**config.mk**
```make
export PLATFORM = sky130hd
export DESIGN_NAME = freq_meter_50m
export DESIGN_NICKNAME = d
export VERILOG_FILES = /design/src/rtl/freq_meter_50m.sv
export SDC_FILE = /design/constraint.sdc
export NUM_CORES = 1
export LEC_CHECK = 0
export ABC_AREA = 1
export ABC_CLOCK_PERIOD_IN_PS = 1900
export BUFFER_PORTS_ARGS = -buffer_cell sky130_fd_sc_hd__buf_2
export CAP_MARGIN = 10
export CORE_MARGIN = 10
export CORE_UTILIZATION = 50
export DETAILED_ROUTE_END_ITERATION = 7
export PLACE_DENSITY = 0.68
export SLEW_MARGIN = 20
export SYNTH_ARGS = -nofsm -noshare
export SYNTH_HDL_FRONTEND = slang
export SYNTH_SLANG_ARGS = --single-unit
```
**constraint.sdc**
```tcl
create_clock -name clock_50m -period 1.9 [get_ports clock_50m]
set_input_delay 0.19 -clock clock_50m [delete_from_list [all_inputs] [get_ports clock_50m]]
set_output_delay 0.19 -clock clock_50m [all_outputs]
set_load 0.03 [all_outputs]
```
**src/rtl/freq_meter_50m.sv**
```systemverilog
// freq_meter_50m
// Counts rising edges of an asynchronous input over a fixed gate window of
// GATE_CYCLES clock_50m cycles. With the default 1 s gate the result is in Hz.
//
// Ports:
//   clock_50m  : 50 MHz system clock, all logic on its rising edge
//   reset_n    : asynchronous active-low reset
//   enable     : 1 = measure continuously, 0 = idle (aborts a gate in progress)
//   sig_in     : signal under measurement, asynchronous to clock_50m
//   freq_count : edges counted in the last completed gate (saturating)
//   freq_valid : one-cycle pulse when freq_count/overflow update
//   overflow   : last completed gate saturated the edge counter
//   busy       : a gate window is in progress
module freq_meter_50m #(
    parameter int GATE_CYCLES = 50_000_000,
    parameter int CNT_W       = 26
) (
    input  logic             clock_50m,
    input  logic             reset_n,
    input  logic             enable,
    input  logic             sig_in,
    output logic [CNT_W-1:0] freq_count,
    output logic             freq_valid,
    output logic             overflow,
    output logic             busy
);
    localparam int              GW        = $clog2(GATE_CYCLES);
    localparam logic [GW-1:0]   GATE_LAST = GW'(GATE_CYCLES - 1);
    localparam logic [0:0]      S_IDLE    = 1'b0;
    localparam logic [0:0]      S_GATE    = 1'b1;

    logic             sync1_q, sync1_d;
    logic             sync2_q, sync2_d;
    logic             hist_q, hist_d;
    logic [0:0]       state_q, state_d;
    logic [GW-1:0]    gate_cnt_q, gate_cnt_d;
    logic [CNT_W-1:0] edge_cnt_q, edge_cnt_d;
    logic             sat_q, sat_d;
    logic [CNT_W-1:0] freq_count_q, freq_count_d;
    logic             overflow_q, overflow_d;
    logic             valid_q, valid_d;

    logic             edge_det;
    logic             at_max;
    logic [CNT_W-1:0] cnt_next;
    logic             sat_next;

    always_comb begin
        // Synchronizer and history run in every state so the first GATE
        // cycle already sees a fresh edge indication.
        sync1_d  = sig_in;
        sync2_d  = sync1_q;
        hist_d   = sync2_q;
        edge_det = sync2_q & ~hist_q;

        // Edge count including this cycle's edge, clamped at all-ones.
        at_max   = &edge_cnt_q;
        cnt_next = (edge_det && !at_max) ? edge_cnt_q + CNT_W'(1) : edge_cnt_q;
        sat_next = sat_q | (edge_det & at_max);

        state_d      = state_q;
        gate_cnt_d   = gate_cnt_q;
        edge_cnt_d   = edge_cnt_q;
        sat_d        = sat_q;
        freq_count_d = freq_count_q;
        overflow_d   = overflow_q;
        valid_d      = 1'b0;

        case (state_q)
            S_IDLE: begin
                gate_cnt_d = '0;
                edge_cnt_d = '0;
                sat_d      = 1'b0;
                if (enable) state_d = S_GATE;
            end
            default: begin
                if (!enable) begin
                    // Abort: partial counts are discarded, results hold.
                    state_d    = S_IDLE;
                    gate_cnt_d = '0;
                    edge_cnt_d = '0;
                    sat_d      = 1'b0;
                end else if (gate_cnt_q == GATE_LAST) begin
                    // Terminal cycle: publish and restart with no dead cycle.
                    freq_count_d = cnt_next;
                    overflow_d   = sat_next;
                    valid_d      = 1'b1;
                    gate_cnt_d   = '0;
                    edge_cnt_d   = '0;
                    sat_d        = 1'b0;
                end else begin
                    gate_cnt_d = gate_cnt_q + GW'(1);
                    edge_cnt_d = cnt_next;
                    sat_d      = sat_next;
                end
            end
        endcase
    end

    always_ff @(posedge clock_50m or negedge reset_n) begin
        if (!reset_n) begin
            sync1_q      <= 1'b0;
            sync2_q      <= 1'b0;
            hist_q       <= 1'b0;
            state_q      <= S_IDLE;
            gate_cnt_q   <= '0;
            edge_cnt_q   <= '0;
            sat_q        <= 1'b0;
            freq_count_q <= '0;
            overflow_q   <= 1'b0;
            valid_q      <= 1'b0;
        end else begin
            sync1_q      <= sync1_d;
            sync2_q      <= sync2_d;
            hist_q       <= hist_d;
            state_q      <= state_d;
            gate_cnt_q   <= gate_cnt_d;
            edge_cnt_q   <= edge_cnt_d;
            sat_q        <= sat_d;
            freq_count_q <= freq_count_d;
            overflow_q   <= overflow_d;
            valid_q      <= valid_d;
        end
    end

    assign freq_count = freq_count_q;
    assign freq_valid = valid_q;
    assign overflow   = overflow_q;
    assign busy       = (state_q == S_GATE);

endmodule

```
=== Yosys cells after proc, flatten, opt, wreduce, memory -nomap -nowiden ===
Cells that the tools add are included.

* Bits in registers: 85
* Latch bits: 0
* Bits in writable memories: 0
* Bits in read-only memories: 0
* Input bits: 4
* Word-level logic and storage cells: 35
* Memories: 0

* Add/sub/neg operators: 2
* Multipliers: 0
* Divide/modulo/power cells: 0
* Magnitude comparators: 0
* Equality and inequality tests: 1
* Shifts and indexed selects: 0
* Mux-type cells: 14
* Bitwise logic cells: 4
* Reductions and logical operators: 4

{| class="wikitable"
|+ Operators with widths
! kind !! number
|-
| two-way mux 26 bit || 7
|-
| adder 26 x 1 -> 26 bit (second input constant) || 2
|-
| equality test 26 bit (second input constant) || 1
|-
| AND reduction 26 bit || 1
|-
| two-way mux 1 bit || 7
|-
| AND reduction 3 bit || 1
|-
| AND 1 bit || 2
|-
| logical AND 1 bit || 1
|-
| zero test 1 bit || 1
|-
| NOT 1 bit || 1
|-
| bitwise OR 1 bit || 1
|}

=== Longest topological paths before layout ===
Gate-level depths: netlist of run 1.

* Depth after elaboration: 7
* Mapped depth: 12
* Depth with buffers taken out: 12

=== Worst setup path after synthesis of run 1 ===
OpenSTA, ideal clock, no wires.

* Kind: register to register
* Start point: register edge_cnt_q[0]
* End point: register freq_count_q[22], in the netlist freq_count[22]
* Arrival time: 1.548 ns
* Slack: 0.234 ns
* Cell stages (with the launch flop): 12
* Path buffers: 1
* Cells stage by stage: dfrtp_1 ha_1 inv_2 nor2_2 nand2_4 nor2_2 nand4_4 buf_6 nand2_1 nand2_1 nand3_1 nand2_1

* Longest elaborated chain between the ends: 4
* Elaborated cells between the ends (all ways): 5
* Classes of those cells: add/sub (1); mux (1); reduce/logical (3)

{| class="wikitable"
|+ RTL lines
! what !! RTL line !! text
|-
| start, declared || 37 || <nowiki>logic [CNT_W-1:0] edge_cnt_q, edge_cnt_d;</nowiki>
|-
| start signal, assigned || 118 || <nowiki>edge_cnt_q <= edge_cnt_d;</nowiki>
|-
| branches (longest 3 deep; another with adder 26 x 1 -> 26 bit) || n/a ||
|-
| two-way mux 26 bit * || 58 || <nowiki>cnt_next = (edge_det && !at_max) ? edge_cnt_q + CNT_W'(1) : edge_cnt_q;</nowiki>
|-
| end signal, assigned || 120 || <nowiki>freq_count_q <= freq_count_d;</nowiki>
|-
| end, declared || 39 || <nowiki>logic [CNT_W-1:0] freq_count_q, freq_count_d;</nowiki>
|}

Mark *: on every way between the ends.
A chain may end at the register's enable or synchronous reset.

=== Worst setup path after layout of run 1 ===
* Start point: register gate_cnt_q[0]
* End point: register freq_count_q[1], in the netlist freq_count[1]

* Longest elaborated chain between the ends: 2

{| class="wikitable"
|+ RTL lines
! what !! RTL line !! text
|-
| start, declared || 36 || <nowiki>logic [GW-1:0] gate_cnt_q, gate_cnt_d;</nowiki>
|-
| start signal, assigned || 117 || <nowiki>gate_cnt_q <= gate_cnt_d;</nowiki>
|-
| equality test 26 bit || 83 || <nowiki>end else if (gate_cnt_q == GATE_LAST) begin</nowiki>
|-
| AND reduction 3 bit (no line) || n/a ||
|}

No other way between the ends.

==> results.md, run 1 <==
- Status: finished clean
- Die width: around 120 microns
- Core box area: 9280 sq um
- DR pass1 iterations: 5
- Via count: 4,309
- Root buffer cell: clkbuf_8
- Post-DP HPWL: 7.86 mm
- Ys flop type: dfrtp_1
- Die area: 13,900 sq um
- Total GRT Usage: 0.163
- FF-to-FF End: freq_count[1]
- CTS Buffer Depth: 2
- Max_slew headroom: 0.663
- Critical path class: reg2reg
- P_sw: ~0.79 mW
- Most frequent cells in the layout: 213 x nand2_1, 87 x nor2_1, 85 x dfrtp_1, 65 x inv_1, 40 x nand3_1
- Cell row count: 35
- Layout Skew: 0.0134 ns
- Min Tclk post-route: approximately 1.9 ns
- Die H: 118 microns
- Total gr overflow: 0
- Non-Filler Instances: 844
- Top-area cell type share of the netlist area: 0.445
- Area grow syn2layout: 19.7%
- Internal Power: around 2.6 mW
- Syn Inst Count: 646
- CP startpoint kind: flop
- Placed instance area: slightly above 5000 sq um
- Worst skew pair latency: 0.37 ns
- Syn. warnings: 0
- IO Pins: 33
- DR DRC count: 0
- Share of layout cells above drive strength 1: 0.210
- Reg clk slew, reported paths: 0.09 ns
- Post-synth ARST share: 1.00
- Synthesized area per cell: 7.39 sq um
- Initial antenna violation count: 0
- Min-delay worst type: in2async
- Highest clock rate: 0.529 GHz
- Antenna diodes: 0
- PnR Total Power: 3.40 mW
- Syn Std Cell Area: 4770 sq um
- Slew at the pin closest to its max-slew limit: 0.505 ns
- Most common cell after layout, fill and taps aside: nand2_1
- Fin crit share: 0.994
- WP data arrival: 2.15 ns
- Largest net degree at the start of global routing: 52
- Peak VDD IR: roughly 0.38 mV
- Worst path required time: 2.16 ns
- Clock Power Share: 0.424
- Inst Count DP: around 800
- Area contributors post-synth: dfrtp_1 45%, nand2_1 18%, nor2_1 7.3%
- Global-route wire length before repair: a little under 20 mm
- Crit Path Max Fanout: 5
- Clock H-tree levels: 3
- Fill cells: 858
- Count of unique library cells instantiated by Yosys: 34
- IO Port Bufs: 32
- PwrDens: roughly 590 nW/um^2
- DR vias/cell: about 5.1
- Worst r2r src: gate_cnt_q[0]
- Max_cap viols: 0
- DR iter-0 viols: 251
- Lkg Pwr: 2.88 nW
- EDFF count, synth: 0
- Most area-hungry cell type in the Yosys netlist: dfrtp_1
- TritonCTS Sinks: 85
- Max-slew violations: 0
- Comb pwr share: 0.040
- Post-synthesis sequential area ratio: 0.445
- Number of global-route vias before repair: 4,134
- Nets: 716
- Finished Cell Area: 5710 sq um
- Routability congestion estimate: 0.912
- RSZ-0062 raised after global routing: yes
- Crit end category: flop
- Reg2reg setup slack: about 0.011 ns
- Starting Density: 0.514
- Multi-input gate area: 2400 sq um
- Wire length per cell: 14.1 microns
- Final wirelength: 11.9 mm
- Final Hold Fails: 0
- Syn_nets: 652
- CTS tree: yes
- Storage element area: 2130 sq um
- Synthesis-stage register bit count: 85
- Post-route ant nets: 0
- Switching part of the total: 0.233
- Worst Reg-to-Reg Cells: 12
- Inserted Clock Buffers: 9
- Sequential power share: 0.536
- Final setup fails: 0
critical path, stage by stage, from the launching register on:
cell       delay (ns)
dfrtp_1          0.38
ha_2             0.20
nand2_2          0.06
nor2_2           0.13
nand2_2          0.10
nor2_4           0.16
nand2_2          0.10
nor2_4           0.15
buf_6            0.13
nand2_8          0.08
clkbuf_16        0.18
nand2_1          0.06
nand2_1          0.05
power by group through the flow:
stage                     Clock [mW]  Sequential (mW)  Combinational (mW)
after global placement             0             1.85               0.108
after global routing            1.54             1.82               0.154
after CTS                       1.47             1.82               0.114
after floorplan                    0             1.86              0.0497
after detailed placement           0             1.86               0.109
final                           1.44             1.82               0.137
per-layer routing:
layer | vias to the layer above | share of wire | GRT usage
li1 | 2152 | - | -
met1 | 2017 | 0.44 | 0.205
met2 | 116 | 0.49 | 0.274
met3 | 24 | 0.054 | 0.0350
met4 | 0 | 0.022 | 0.0487
met5 | - | 0 | 0
cell families after synthesis:
| family | count (synthesis) | synth area share |
|---|---|---|
| DFF | 85 | 0.445 |
| AOI/OAI and AO/OA | 23 | 0.0273 |
| xor gates and xnor gates | 12 | 0.0220 |
| buffers and inverters | 82 | 0.0794 |
| and+or+nand+nor | 442 | 0.421 |
| adders and majority gates | 2 | 0.00524 |
cell usage after synthesis (3+ instances only):
library cell	number
nand4_1	22
nor2_2	5
nor2_1	93
nand3_1	40
nand3_2	9
a21oi_1	13
xnor2_1	3
nor3b_1	3
inv_1	65
nor2_4	5
buf_6	6
dfrtp_1	85
o21ai_0	3
inv_2	6
nand2_2	13
xor2_1	9
nand2_1	226
nor3_1	16
nand2_4	3
final cells by class:
cell class / count / share of cell area
Clock buffer: 11 / 0.0230
Clock inverter: 5 / 0.0147
Inverter: 71 / 0.0471
Multi-Input combinational cell: 479 / 0.421
Sequential cell: 85 / 0.372
Tap cell: 129 / 0.0283
Timing Repair Buffer: 64 / 0.0937
sequential cells by signal, indices dropped and copies added, names as in the netlist:
signal / cells
sat_q: 1
hist_d: 1
freq_valid: 1
overflow: 1
edge_cnt_q: 26
busy: 1
gate_cnt_q: 26
freq_count: 26
sync1_q: 1
hist_q: 1
metrics by stage:
| stage | util | setup TNS [ns] | setup WS, ns | hold WS (ns) |
|---|---|---|---|---|
| after floorplan | - | 0 | 0.234 | -0.106 |
| after global placement | 0.557 | -0.00878 | -0.00393 | 0.177 |
| after detailed placement | 0.557 | -1.34 | -0.128 | 0.181 |
| after CTS | 0.584 | 0 | 0.0149 | 0.331 |
| after global routing | 0.615 | -2.34 | -0.0649 | 0.361 |
| final | 0.615 | 0 | 0.0113 | 0.311 |
what timing repair did:
item	CTS	global route
pin swaps	0	6
gates cloned	0	7
hold buffers	3	0
buffers inserted	0	4
gates resized for setup	1	41
hold endpoints to repair	36	0
endpoints found under the setup margin	12	77
how the worst max path moves through the flow:
| stage | endpoint | cells past startpoint | slack [ns] | start |
|---|---|---|---|---|
| floorplan | freq_count[22] | 11 | 0.23 | edge_cnt_q[0] |
| global placement | gate_cnt_q[25] | 10 | -0.004 | gate_cnt_q[0] |
| detailed placement | gate_cnt_q[15] | 10 | -0.13 | gate_cnt_q[0] |
| CTS | freq_count[3] | 12 | 0.01 | edge_cnt_q[0] |
| global route | freq_count[16] | 12 | -0.06 | gate_cnt_q[0] |
| finish | freq_count[1] | 12 | 0.01 | gate_cnt_q[0] |
No activity file was read; power rests on OpenSTA's default activity.
==> run 2, diff against run 1 <==
--- a/config.mk
+++ b/config.mk
@@ -9,8 +9,9 @@
 export ABC_CLOCK_PERIOD_IN_PS = 1900
 export BUFFER_PORTS_ARGS = -buffer_cell sky130_fd_sc_hd__buf_2
-export CAP_MARGIN = 10
+export CAP_MARGIN = 5
 export CORE_MARGIN = 10
 export CORE_UTILIZATION = 50
 export DETAILED_ROUTE_END_ITERATION = 7
+export GPL_TIMING_DRIVEN = 0
 export PLACE_DENSITY = 0.68
 export SLEW_MARGIN = 20
==> constraint.sdc (replaced) <==
create_clock -name clock_50m -period 1.9 [get_ports clock_50m]
set_input_delay 0.19 -clock clock_50m [delete_from_list [all_inputs] [get_ports clock_50m]]
set_output_delay 0.19 -clock clock_50m [all_outputs]
set_load 0.02 [all_outputs]
==> run 2 against run 1 <==
Core utilization shrank 1.4 points. Worst setup slack gained 0.079 ns. Routed wire length shrank 5.3%. Critical path type unchanged. Critical endpoint is now freq_count[25]. Largest cell class unchanged.
==> results.md, run 2 (synthesis results as in run 1) <==
- Status: finished clean (unchanged)
- Crit-path slowest cell: dfrtp_1 (unchanged)
- Min Tclk post-route: 1.81 ns (was 1.89 ns)
- Max_slew headroom: 0.705 (was 0.663)
- Peak VDD IR: 0.508 mV (was 0.383 mV)
- Min-delay worst type: in2async (unchanged)
- Share of layout cells above drive strength 1: 0.185 (was 0.210)
- TritonCTS Sinks: 85 (unchanged)
- Post-route ant nets: 0 (unchanged)
- Cell row count: 35 (unchanged)
- Worst skew pair latency: 0.36 ns (was 0.37 ns)
- Root buffer cell: clkbuf_8 (unchanged)
- Most used cell, CP: nand2_1 (was nand2_2)
- Max-slew violations: 0 (unchanged)
- DR vias/cell: 4.95 (was 5.11)
- Most frequent cells in the layout: 223 x nand2_1, 89 x nor2_1, 84 x dfrtp_1, 65 x inv_1, 39 x nand3_1 (was 213 x nand2_1, 87 x nor2_1, 85 x dfrtp_1, 65 x inv_1, 40 x nand3_1)
- PnR Total Power: 3.45 mW (was 3.40 mW)
- Die H: 118 microns (unchanged)
- DR pass1 iterations: 4 (was 5)
- Delay of the slowest critical-path stage: 0.43 ns (was 0.38 ns)
- Max_cap viols: 0 (unchanged)
- Routability congestion estimate: 0.920 (was 0.912)
- Worst Hold Margin: 0.309 ns (was 0.311 ns)
- Fin crit share: 0.952 (was 0.994)
- Critical path class: reg2reg (unchanged)
- Critical path, cell by cell: ha_4, nand2_2, inv_2, nand2_1, nor3_1, nand2_1, nor3_4, buf_12, buf_4, nand3_1, nand2_1 (was ha_2, nand2_2, nor2_2, nand2_2, nor2_4, nand2_2, nor2_4, buf_6, nand2_8, clkbuf_16, nand2_1, nand2_1)
- Core box area: 9280 sq um (unchanged)
- Dpl ws: -0.173 ns (was -0.128 ns)
- Most common cell after layout, fill and taps aside: nand2_1 (unchanged)
- Slew at the pin closest to its max-slew limit: 0.443 ns (was 0.505 ns)
- Via count: 4,151 (was 4,309)
- Buf/Inv on CP: 3 (was 2)
- CP startpoint kind: flop (unchanged)
- DR DRC count: 0 (unchanged)
- Initial antenna violation count: 0 (unchanged)
- Cell family with the largest share of critical-path delay: simple AND/OR/NAND/NOR gates (unchanged)
- WP data arrival: 2.11 ns (was 2.15 ns)
- Crit Path Max Fanout: 6 (was 5)
- Crit end category: flop (unchanged)
- Largest net degree at the start of global routing: 54 (was 52)
- Setup_tns: 0 ns (unchanged)
- Fill cells: 889 (was 858)
- Die area: 13,900 sq um (unchanged)
- Starting Density: 0.514 (unchanged)
- CTS tree: yes (unchanged)
- Global-route wire length before repair: 19.4 mm (about the same)
- Final wirelength: 11.3 mm (was 11.9 mm)
- Total GRT Usage: 0.164 (was 0.163)
- Wire length per cell: 13.4 microns (was 14.1 microns)
- Lkg Pwr: 2.86 nW (was 2.88 nW)
- Clock H-tree levels: 3 (unchanged)
- Final WS setup: 0.0908 ns (was 0.0113 ns)
- Final setup fails: 0 (unchanged)
- Worst path required time: 2.20 ns (was 2.16 ns)
- Highest clock rate: 0.553 GHz (was 0.529 GHz)
- Total gr overflow: 0 (unchanged)
- Die width: 118 microns (unchanged)
- Final Hold Fails: 0 (unchanged)
- Nets: 711 (was 716)
- PwrDens: 618 nW/um^2 (was 594 nW/um^2)
- Number of global-route vias before repair: 4,057 (was 4,134)
- IO Port Bufs: 32 (unchanged)
- Layout Skew: 0.0120 ns (was 0.0134 ns)
- Antenna diodes: 0 (unchanged)
- Inserted Clock Buffers: 9 (unchanged)
- Post-DP HPWL: 8.33 mm (was 7.86 mm)
- Area grow syn2layout: 17.0% (was 19.7%)
- IO Pins: 33 (unchanged)
- DR iter-0 viols: 205 (was 251)
- CTS Buffer Depth: 2 (unchanged)
- Reg clk slew, reported paths: 0.10 ns (was 0.09 ns)
[run 2: worst paths after layout]
check / from / end / slack [ns] / cells after the start
min in group clock_50m: sync1_q / hist_d / 0.36 / 0
setup reg to reg: gate_cnt_q[0] / freq_count[25] / 0.09 / 11
hold reg to reg: sync1_q / hist_d / 0.36 / 0
hold / removal: reset_n / freq_valid / 0.31 / 2
max in group asynchronous: reset_n / gate_cnt_q[21] / 0.98 / 3
setup / recovery: gate_cnt_q[0] / freq_count[25] / 0.09 / 11
[run 2: layer usage]
metal / vias up / part of all wire / track usage
met5: - / 0 / 0
met4: 0 / 0.011 / 0.0417
met3: 12 / 0.044 / 0.0379
met2: 76 / 0.48 / 0.274
met1: 1912 / 0.46 / 0.210
li1: 2151 / - / -
[run 2: final cells by class]
class                      count  area (sq um)  area share
multi-input combinational    479          2360       0.423
sequential                    85          2130       0.381
timing repair buffer          48           323      0.0578
inverter                      71           267      0.0477
tap                          129           161      0.0289
clock buffer                   9           124      0.0222
buffer                        11           115      0.0206
clock inverter                 7           105      0.0188
[run 2: what timing repair did]
action | in CTS | in global routing
resized for setup | 4 | 20
endpoints found under the hold margin | 34 | 0
setup buffers | 6 | 5
gates cloned | 1 | 0
endpoints found under the setup margin | 66 | 77
hold buffers | 3 | 0
pin swaps | 1 | 4
[run 2: report_power, final]
part | switching, mW | internal [mW]
sequential | 0.00626 | 1.82
combinational | 0.0874 | 0.0417
clock | 0.735 | 0.767
total | 0.828 | 2.62
[run 2: metrics by stage]
stage,util,cells,cell area (sq um)
floorplan,-,646,4770
global placement,0.549,807,5100
detailed placement,0.552,808,5130
CTS,0.588,834,5460
global route,0.601,839,5580
finish,0.601,839,5580
==> run 3, diff against run 2 <==
MAX_ROUTING_LAYER = met4   (was default)
PLACE_DENSITY = default   (was 0.68)
PLACE_DENSITY_LB_ADDON = 0.15   (was default)
==> run 3 against run 2 <==
Sequential share of layout area about the same. Global-route usage increased by 0.73 points. Register-to-register slack got worse by 0.03 ns. Core utilization about the same. Critical endpoint is now overflow.
==> results.md, run 3 (synthesis results as in run 1) <==
- Status: finished clean (unchanged)
- Cell family with the largest share of critical-path delay: simple AND/OR/NAND/NOR gates (unchanged)
- Multi-input gate area: 2370 sq um (was 2360 sq um)
- Worst skew pair latency: 0.37 ns (was 0.36 ns)
- Comb pwr share: 0.039 (was 0.037)
- DR pass1 iterations: 5 (was 4)
- Core box area: 9280 sq um (unchanged)
- DR DRC count: 0 (unchanged)
- Final setup fails: 0 (unchanged)
- Non-Filler Instances: 840 (was 839)
- Cell row count: 35 (unchanged)
- Fin crit share: 0.970 (was 0.952)
- Max_cap viols: 0 (unchanged)
- Highest clock rate: 0.543 GHz (was 0.553 GHz)
- Crit end category: flop (unchanged)
- PwrDens: 604 nW/um^2 (was 618 nW/um^2)
- Starting Density: 0.514 (unchanged)
- Final wirelength: 11.5 mm (was 11.3 mm)
- IO Pins: 33 (unchanged)
- CTS tree: yes (unchanged)
- Area grow syn2layout: 16.9% (was 17.0%)
- Fill cells: 869 (was 889)
- DR iter-0 viols: 352 (was 205)
- Switching part of the total: 0.229 (was 0.240)
- Storage element area: 2130 sq um (unchanged)
- Inserted Clock Buffers: 9 (unchanged)
- Via count: 4,235 (was 4,151)
- Worst Reg-to-Reg Cells: 11 (unchanged)
- Root buffer cell: clkbuf_8 (unchanged)
- Antenna diodes: 0 (unchanged)
- DR vias/cell: 5.04 (was 4.95)
- Critical path depth in cells: 11 (unchanged)
- Nets: 712 (was 711)
- Largest net degree at the start of global routing: 54 (unchanged)
- Number of global-route vias before repair: 4,258 (was 4,057)
- GR Util met3: 0.0278 (was 0.0379)
- Global-route wire length before repair: 19.6 mm (was 19.4 mm)
- Peak VDD IR: 0.408 mV (was 0.508 mV)
- RSZ-0062 raised after global routing: yes
- Worst path required time: 2.15 ns (was 2.20 ns)
- Min Tclk post-route: 1.84 ns (was 1.81 ns)
- CTS Buffer Depth: 2 (unchanged)
- Crit-path slowest cell: dfrtp_1 (unchanged)
- Inst Count DP: 808 (unchanged)
- Share of layout cells above drive strength 1: 0.184 (was 0.185)
- Post-route ant nets: 0 (unchanged)
- Wire length per cell: 13.7 microns (was 13.4 microns)
- Reg clk slew, reported paths: 0.09 ns (was 0.10 ns)
- Critical path class: reg2reg (unchanged)
- CP startpoint kind: flop (unchanged)
- WP data arrival: 2.10 ns (was 2.11 ns)
- Die width: 118 microns (unchanged)
- Internal Power: 2.60 mW (was 2.62 mW)
- Total GRT Usage: 0.172 (was 0.164)
- Max_slew headroom: 0.697 (was 0.705)
- Sequential power share: 0.540 (was 0.528)
- Max-slew violations: 0 (unchanged)
- Total gr overflow: 0 (unchanged)
- PnR Total Power: 3.37 mW (was 3.45 mW)
- Slew at the pin closest to its max-slew limit: 0.452 ns (was 0.443 ns)
- Critical path, cell by cell: ha_4, nand2_1, nor2_2, nand2_2, nor2_4, nand2_4, nor2_4, nand2_4, buf_4, nand2_1, o21ai_0 (was ha_4, nand2_2, inv_2, nand2_1, nor3_1, nand2_1, nor3_4, buf_12, buf_4, nand3_1, nand2_1)
- Setup_tns: 0 ns (unchanged)
- Initial antenna violation count: 0 (unchanged)
- Min-delay worst type: in2async (unchanged)
- Most common cell after layout, fill and taps aside: nand2_1 (unchanged)
- Fin util: 0.601 (about the same)
- Clock Power Share: 0.421 (was 0.435)
- M1 GR Usage: 0.199 (was 0.210)
- IO Port Bufs: 32 (unchanged)
- Crit Path Max Fanout: 6 (unchanged)
- Gr busiest metal: met2 (unchanged)
- Layout Skew: 0.00863 ns (was 0.0120 ns)
- Die area: 13,900 sq um (unchanged)
- Lkg Pwr: 2.85 nW (was 2.86 nW)
- Buf/Inv on CP: 1 (was 3)
- Most frequent cells in the layout: 224 x nand2_1, 90 x nor2_1, 84 x dfrtp_1, 65 x inv_1, 39 x nand3_1 (was 223 x nand2_1, 89 x nor2_1, 84 x dfrtp_1, 65 x inv_1, 39 x nand3_1)
- P_sw: 0.773 mW (was 0.828 mW)
- Clock H-tree levels: 3 (unchanged)
- Post-DP HPWL: 8.28 mm (was 8.33 mm)
- Final Hold Fails: 0 (unchanged)
- TritonCTS Sinks: 85 (unchanged)
- Routability congestion estimate: 0.934 (was 0.920)
- Die H: 118 microns (unchanged)
- Met2 Use GR: 0.291 (was 0.274)
- Delay of the slowest critical-path stage: 0.41 ns (was 0.43 ns)
## run 3: cell types whose count changed in the layout (fill, tap and decap cells not counted), sizes merged
cell and change:
clkinvlp +1, inv -3, buf +1, clkinv +1, clkbuf +1
## run 3: routing by layer
metal	wire, microns	vias up
met5	0	-
met4	218	0
met3	572	20
li1	-	2146
met2	5730	128
met1	4960	1941
## run 3: metrics by stage
stage               worst slack (ns)  cell area (sq um)  hold slack (ns)
floorplan                      0.234               4770           -0.106
global placement              -0.168               5100            0.298
detailed placement            -0.194               5130            0.162
CTS                          0.00329               5430            0.307
global route                 -0.0623               5580            0.337
finish                        0.0571               5580            0.306
## run 3: repair_timing
item                                    4_1_cts  5_1_grt
buffers inserted                              5        7
endpoints found under the setup margin       64       77
hold endpoints to repair                     34        0
cloned                                        1        0
pin swaps                                     1        4
gates resized for setup                       4       26
hold buffers                                  3        0
## run 3: power groups by stage
stage	sequential, mW	combinational [mW]	clock, mW
3_3_place_gp	1.86	0.108	0
2_1_floorplan	1.86	0.0497	0
5_1_grt	1.82	0.150	1.53
4_1_cts	1.82	0.130	1.45
6_report	1.82	0.132	1.42
3_5_place_dp	1.86	0.119	0
## run 3: cell type report
class | instances | share of cell area
multi-input cells | 479 | 0.424
flip-flops and latches | 85 | 0.381
repair buffers | 49 | 0.0576
inverters | 71 | 0.0477
well taps | 129 | 0.0289
clock buffers | 10 | 0.0229
plain buffers | 11 | 0.0217
clock inverters | 6 | 0.0155
## run 3: worst paths after layout
kind                               startpoint       endpoint  slack [ns]
worst max-delay path            gate_cnt_q[0]       overflow        0.06
worst min register to register        sync1_q         hist_d        0.35
worst max register to register  gate_cnt_q[0]       overflow        0.06
worst min-delay path                  reset_n     freq_valid        0.31
max in group asynchronous             reset_n  edge_cnt_q[0]        0.96
min in group clock_50m                sync1_q         hist_d        0.35
